<file path="src/rtl/icache.sv">
// Direct-mapped, read-only instruction cache with 1-cycle hit latency.
// Misses fill the whole line one word per beat from the memory controller.
module icache #(
  parameter int unsigned INDEX_BITS = 4,
  parameter int unsigned WORD_BITS  = 2
) (
  input  logic        clk_in,
  input  logic        rst_in,
  input  logic        rdy_in,
  input  logic        fetch_valid,
  input  logic [31:0] fetch_addr,
  output logic        fetch_ready,
  output logic [31:0] fetch_inst,
  output logic [31:0] fetch_out_addr,
  output logic        mem_valid,
  output logic        mem_wr,
  output logic [31:0] mem_addr,
  output logic [2:0]  mem_len,
  input  logic        mem_ready,
  input  logic [31:0] mem_res
);

  localparam int unsigned LINES = 1 << INDEX_BITS;
  localparam int unsigned WORDS = 1 << WORD_BITS;
  localparam int unsigned OFF   = WORD_BITS + 2;
  localparam int unsigned TAG_W = 32 - INDEX_BITS - OFF;

  typedef enum logic {IDLE, FILL} state_e;

  state_e                 state_q, state_d;
  logic [WORD_BITS-1:0]   cnt_q, cnt_d;
  logic [LINES-1:0]       valid_q, valid_d;
  logic                   mem_valid_q, mem_valid_d;
  logic [31:0]            mem_addr_q, mem_addr_d;
  logic                   fetch_ready_q, fetch_ready_d;
  logic [31:0]            fetch_inst_q, fetch_inst_d;
  logic [31:0]            fetch_out_addr_q, fetch_out_addr_d;

  logic [TAG_W-1:0]       tag_q  [LINES];
  logic [31:0]            data_q [LINES][WORDS];
  logic                   data_we, tag_we;

  logic [TAG_W-1:0]       f_tag, m_tag;
  logic [INDEX_BITS-1:0]  f_idx, m_idx;
  logic [WORD_BITS-1:0]   f_word;
  logic                   hit;

  assign f_tag  = fetch_addr[31:OFF+INDEX_BITS];
  assign f_idx  = fetch_addr[OFF+INDEX_BITS-1:OFF];
  assign f_word = fetch_addr[OFF-1:2];
  // The fill line is identified from mem_addr itself, which holds the line base plus the beat offset.
  assign m_tag  = mem_addr_q[31:OFF+INDEX_BITS];
  assign m_idx  = mem_addr_q[OFF+INDEX_BITS-1:OFF];
  assign hit    = valid_q[f_idx] && (tag_q[f_idx] == f_tag);

  always_comb begin
    state_d          = state_q;
    cnt_d            = cnt_q;
    valid_d          = valid_q;
    mem_valid_d      = mem_valid_q;
    mem_addr_d       = mem_addr_q;
    fetch_ready_d    = rdy_in ? 1'b0 : fetch_ready_q;
    fetch_inst_d     = fetch_inst_q;
    fetch_out_addr_d = fetch_out_addr_q;
    data_we          = 1'b0;
    tag_we           = 1'b0;
    if (rdy_in) begin
      unique case (state_q)
        IDLE: begin
          if (fetch_valid) begin
            if (hit) begin
              fetch_ready_d    = 1'b1;
              fetch_inst_d     = data_q[f_idx][f_word];
              fetch_out_addr_d = fetch_addr & ~32'h3;
            end else begin
              valid_d[f_idx] = 1'b0;
              mem_addr_d     = {fetch_addr[31:OFF], {OFF{1'b0}}};
              cnt_d          = '0;
              mem_valid_d    = 1'b1;
              state_d        = FILL;
            end
          end
        end
        FILL: begin
          if (mem_ready) begin
            data_we = 1'b1;
            if (cnt_q == '1) begin
              tag_we         = 1'b1;
              valid_d[m_idx] = 1'b1;
              mem_valid_d    = 1'b0;
              state_d        = IDLE;
            end else begin
              cnt_d      = cnt_q + 1'b1;
              mem_addr_d = mem_addr_q + 32'd4;
            end
          end
        end
        default: state_d = IDLE;
      endcase
    end
  end

  always_ff @(posedge clk_in or posedge rst_in) begin
    if (rst_in) begin
      state_q          <= IDLE;
      cnt_q            <= '0;
      valid_q          <= '0;
      mem_valid_q      <= 1'b0;
      mem_addr_q       <= '0;
      fetch_ready_q    <= 1'b0;
      fetch_inst_q     <= '0;
      fetch_out_addr_q <= '0;
    end else begin
      state_q          <= state_d;
      cnt_q            <= cnt_d;
      valid_q          <= valid_d;
      mem_valid_q      <= mem_valid_d;
      mem_addr_q       <= mem_addr_d;
      fetch_ready_q    <= fetch_ready_d;
      fetch_inst_q     <= fetch_inst_d;
      fetch_out_addr_q <= fetch_out_addr_d;
    end
  end

  always_ff @(posedge clk_in) begin
    if (data_we) data_q[m_idx][cnt_q] <= mem_res;
    if (tag_we)  tag_q[m_idx]         <= m_tag;
  end

  assign fetch_ready    = fetch_ready_q;
  assign fetch_inst     = fetch_inst_q;
  assign fetch_out_addr = fetch_out_addr_q;
  assign mem_valid      = mem_valid_q;
  assign mem_addr       = mem_addr_q;
  assign mem_wr         = 1'b0;
  assign mem_len        = 3'b010;

endmodule
</file>
<file path="config.mk">
export PLATFORM = sky130hd
export DESIGN_NAME = icache
export DESIGN_NICKNAME = d
export VERILOG_FILES = /design/src/rtl/icache.sv
export SDC_FILE = /design/constraint.sdc
export NUM_CORES = 2
export LEC_CHECK = 0
export ABC_AREA = 0
export CAP_MARGIN = 20
export CORE_MARGIN = 8
export CORE_UTILIZATION = 55
export CTS_BUF_LIST = sky130_fd_sc_hd__clkbuf_16
export CTS_CLUSTER_DIAMETER = 50
export DETAILED_ROUTE_END_ITERATION = 10
export PLACE_DENSITY = 0.72
export RECOVER_POWER = 50
export SLEW_MARGIN = 5
export SYNTH_ARGS = -nofsm -noshare
export SYNTH_HDL_FRONTEND = slang
export SYNTH_SLANG_ARGS = --single-unit
</file>
<file path="constraint.sdc">
create_clock -name clk_in -period 4.93 [get_ports clk_in]
set_input_delay 0.986 -clock clk_in [delete_from_list [all_inputs] [get_ports clk_in]]
set_output_delay 0.986 -clock clk_in [all_outputs]
set_load 0.01 [all_outputs]
</file>
==> metrics <==
Area Overhead vs Synth 14.2%; RR Endpoint data_q[3][69]; CP most frequent cell clkbuf_1; clock latency on the worst-skew pair 0.92 ns; Yosys top cell area share 0.739; Root Buffer clkbuf_16; Crit. End Element register; Slew Limit Fails 2,073; DRC viols 0; Die ar. just under 0.2 mm²; most frequent cells in the layout 2,432 x edfxtp_1, 742 x mux4_2, 284 x clkbuf_16; Max Clock Freq about 220 MHz; Worst slew margin -0.953; FF-to-FF path depth 5; Reg-to-Reg Start state_q; largest area contributor in the netlist edfxtp_1; Slowest-stage cell, CP clkbuf_1; vias post-DR 47,900; drt total wl 252,000 µm; PwrDens 425 mW/mm²; final hold violation count 0; 1st-iter DRT viols 6,529; HPWL after DPL 137,000 µm; post-route ant nets 0; Final setup viols 0; R2R setup slack 0.81 ns; static leakage 0.0363 µW; DR vias/cell 6.69; EDFF count, synth 2,432; post-synthesis cell count 4,169; cell area after synthesis 0.0989 mm²; status finished with violations; filler-free cell count of the finished design 7,162; Worst Path Class, Setup in2reg; sequential area share after synthesis 0.767; Final period util 0.914; RePlAce Congestion between 0.8 and 0.9; Die Wd 440 µm; synth warn 0; distinct cell type count after synthesis 70; synth top area cells edfxtp_1 74%, mux4_2 17%, dfrtp_1 2.9%; delay-heaviest family, CP buffers and inverters; placed instance count 6,674; register area 0.0759 mm²; asr flop ratio synth 0.0444; vias in the first global route 48,300; worst-path cell chain dlygate4sd3_1, and3_1, nand2_1, clkbuf_1, nor2_1, clkbuf_1; initial antenna violation count 7; nets@finish roughly 4,700; Fillers 11,500; clock tree sinks 2,545; Syn Area/Cell 23.7 µm²; Critical Path RT approximately 5.4 ns; Post-synth top flop edfxtp_1; Post CTS Setup Buffer Count 0; share of cells above drive strength 1 0.307; violated checks max-capacitance violations, max-slew violations; drt pass-1 iters 8; CTS max path bufs 4; largest net degree at the start of global routing 129; fin util 0.632; TritonCTS Buffers between 200 and 300; Critical Path End data_q[3][69]; #FFs+latches synth 2,545; Core Area 0.179 mm²; Reg clk slew, reported paths 0.06 ns; startpoint types primary input; chip height between 400 and 500 µm; Max-Cap Viols 38; IO Port Bufs 160; worst vdd ir 0.432 mV; setup_tns 0 ns; fin crit period 4.51 ns; Crit Path Max Fanout 16; FP Rows 155; H-tree lvl count 5; Worst path depth 6; drt wl/cell 35.2 µm; area of the multi-input gates ~0.022 mm²; Buffers & Inverters on Critical Path 3; worst hold path class in2reg; Tot GR Track Use 0.260; CTS-repair resized insts 0; worst path arrival time 4.96 ns; actual slew at the worst max-slew pin between 2 and 3 ns; Boundary Pins between 150 and 200; first-pass GRT wire length 356,000 µm; unrepaired setup endpoints after global routing no; Layout Skew between 0.05 and 0.06 ns; Post-CTS Hold Buffers 0; max incr delay on CP 1.57 ns; TritonCTS clock tree done; Initial Util 0.554; GRT overflow 0; commonest non-fill, non-tap cell in the layout edfxtp_1; Worst Setup SP rdy_in
metrics by stage:
step	total power [µW]	setup slack [ns]	cell area, µm²	hold slack [ns]
6_report	48000	0.423	113000	0.475
3_3_place_gp	28900	0.172	105000	0.461
4_1_cts	48200	1.06	113000	0.472
2_1_floorplan	27200	0.518	98900	0.452
5_1_grt	49300	0.422	113000	0.457
3_5_place_dp	29000	0.121	105000	0.473
cell families after synthesis:
logic type / after synthesis / synth area share
compound gates: 128 / 0.0101
xor+xnor: 28 / 0.00248
fa+ha+maj: 5 / 0.000633
buf+inv: 254 / 0.0132
flops: 2545 / 0.767
mux: 907 / 0.192
other cells: 2 / 0.0000760
simple gates: 300 / 0.0141
sequential cells by signal (all words and copies together), names as in the netlist:
| signal | count |
|---|---|
| data_q | 2048 |
| tag_q | 384 |
| fetch_inst | 32 |
| fetch_out_addr | 30 |
| mem_addr | 30 |
| valid_q | 16 |
| cnt_q | 2 |
| fetch_ready | 1 |
| mem_valid | 1 |
| state_q | 1 |
layout make-up:
type | count | share of cell area
well taps | 2355 | 0.0261
repair buffers | 380 | 0.0285
multi-input cells | 1376 | 0.198
inverters | 26 | 0.000875
clock inverters | 190 | 0.0117
diodes | 6 | 0.000133
clock buffers | 284 | 0.0629
flip-flops and latches | 2545 | 0.672
worst reg2reg max path, stage by stage, from the launching register on:
cell and delay [ns]:
dfrtp_2 0.44, and3_1 0.35, nand2_1 0.09, clkbuf_1 0.73
nor2_1 0.48, clkbuf_1 1.57
Yosys cell counts, types with 6 or more instances:
| cell type | instances |
|---|---|
| clkbuf_1 | 114 |
| buf_12 | 9 |
| mux2_2 | 21 |
| and3_1 | 7 |
| nand2_1 | 66 |
| o311ai_0 | 20 |
| dfrtp_1 | 113 |
| buf_2 | 57 |
| o21ai_0 | 14 |
| xor2_1 | 7 |
| buf_1 | 19 |
| buf_4 | 23 |
| nor4_1 | 7 |
| mux4_1 | 20 |
| a31oi_1 | 11 |
| edfxtp_1 | 2432 |
| nand4_1 | 10 |
| mux4_2 | 742 |
| buf_6 | 6 |
| inv_1 | 26 |
| nor2_1 | 107 |
| mux2i_1 | 65 |
| nand3_1 | 42 |
| nor2b_1 | 10 |
| a21oi_1 | 9 |
| o22ai_1 | 7 |
| xnor2_1 | 21 |
| o211ai_1 | 7 |
| nor3_1 | 23 |
| mux2_4 | 59 |
per-layer routing:
metal  wire [µm]  global-route usage  part of all wire  up-vias
li1            -                   -                 -    18800
met1       91900               0.351              0.36    25600
met2      125000               0.426              0.49     2979
met3       25900              0.0543              0.10      514
met4        9580              0.0906             0.038        2
met5          13                   0          0.000052        -
worst min path at each step:
stage	endpoint	depth (start not counted)	startpoint
floorplan	valid_q[1]	1	valid_q[1]
global placement	valid_q[2]	1	valid_q[2]
detailed placement	valid_q[3]	1	valid_q[3]
CTS	fetch_out_addr[2]	2	rst_in
global route	data_q[9][126]	1	mem_res[30]
finish	data_q[10][126]	1	mem_res[30]
report_power, final:
part	switching [µW]	total, µW	internal [µW]
Clock	8090	19400	11300
Combinational	2150	3520	1370
Sequential	614	25100	24500
Total	10900	48000	37200
Power figures use the tool's default switching activity.
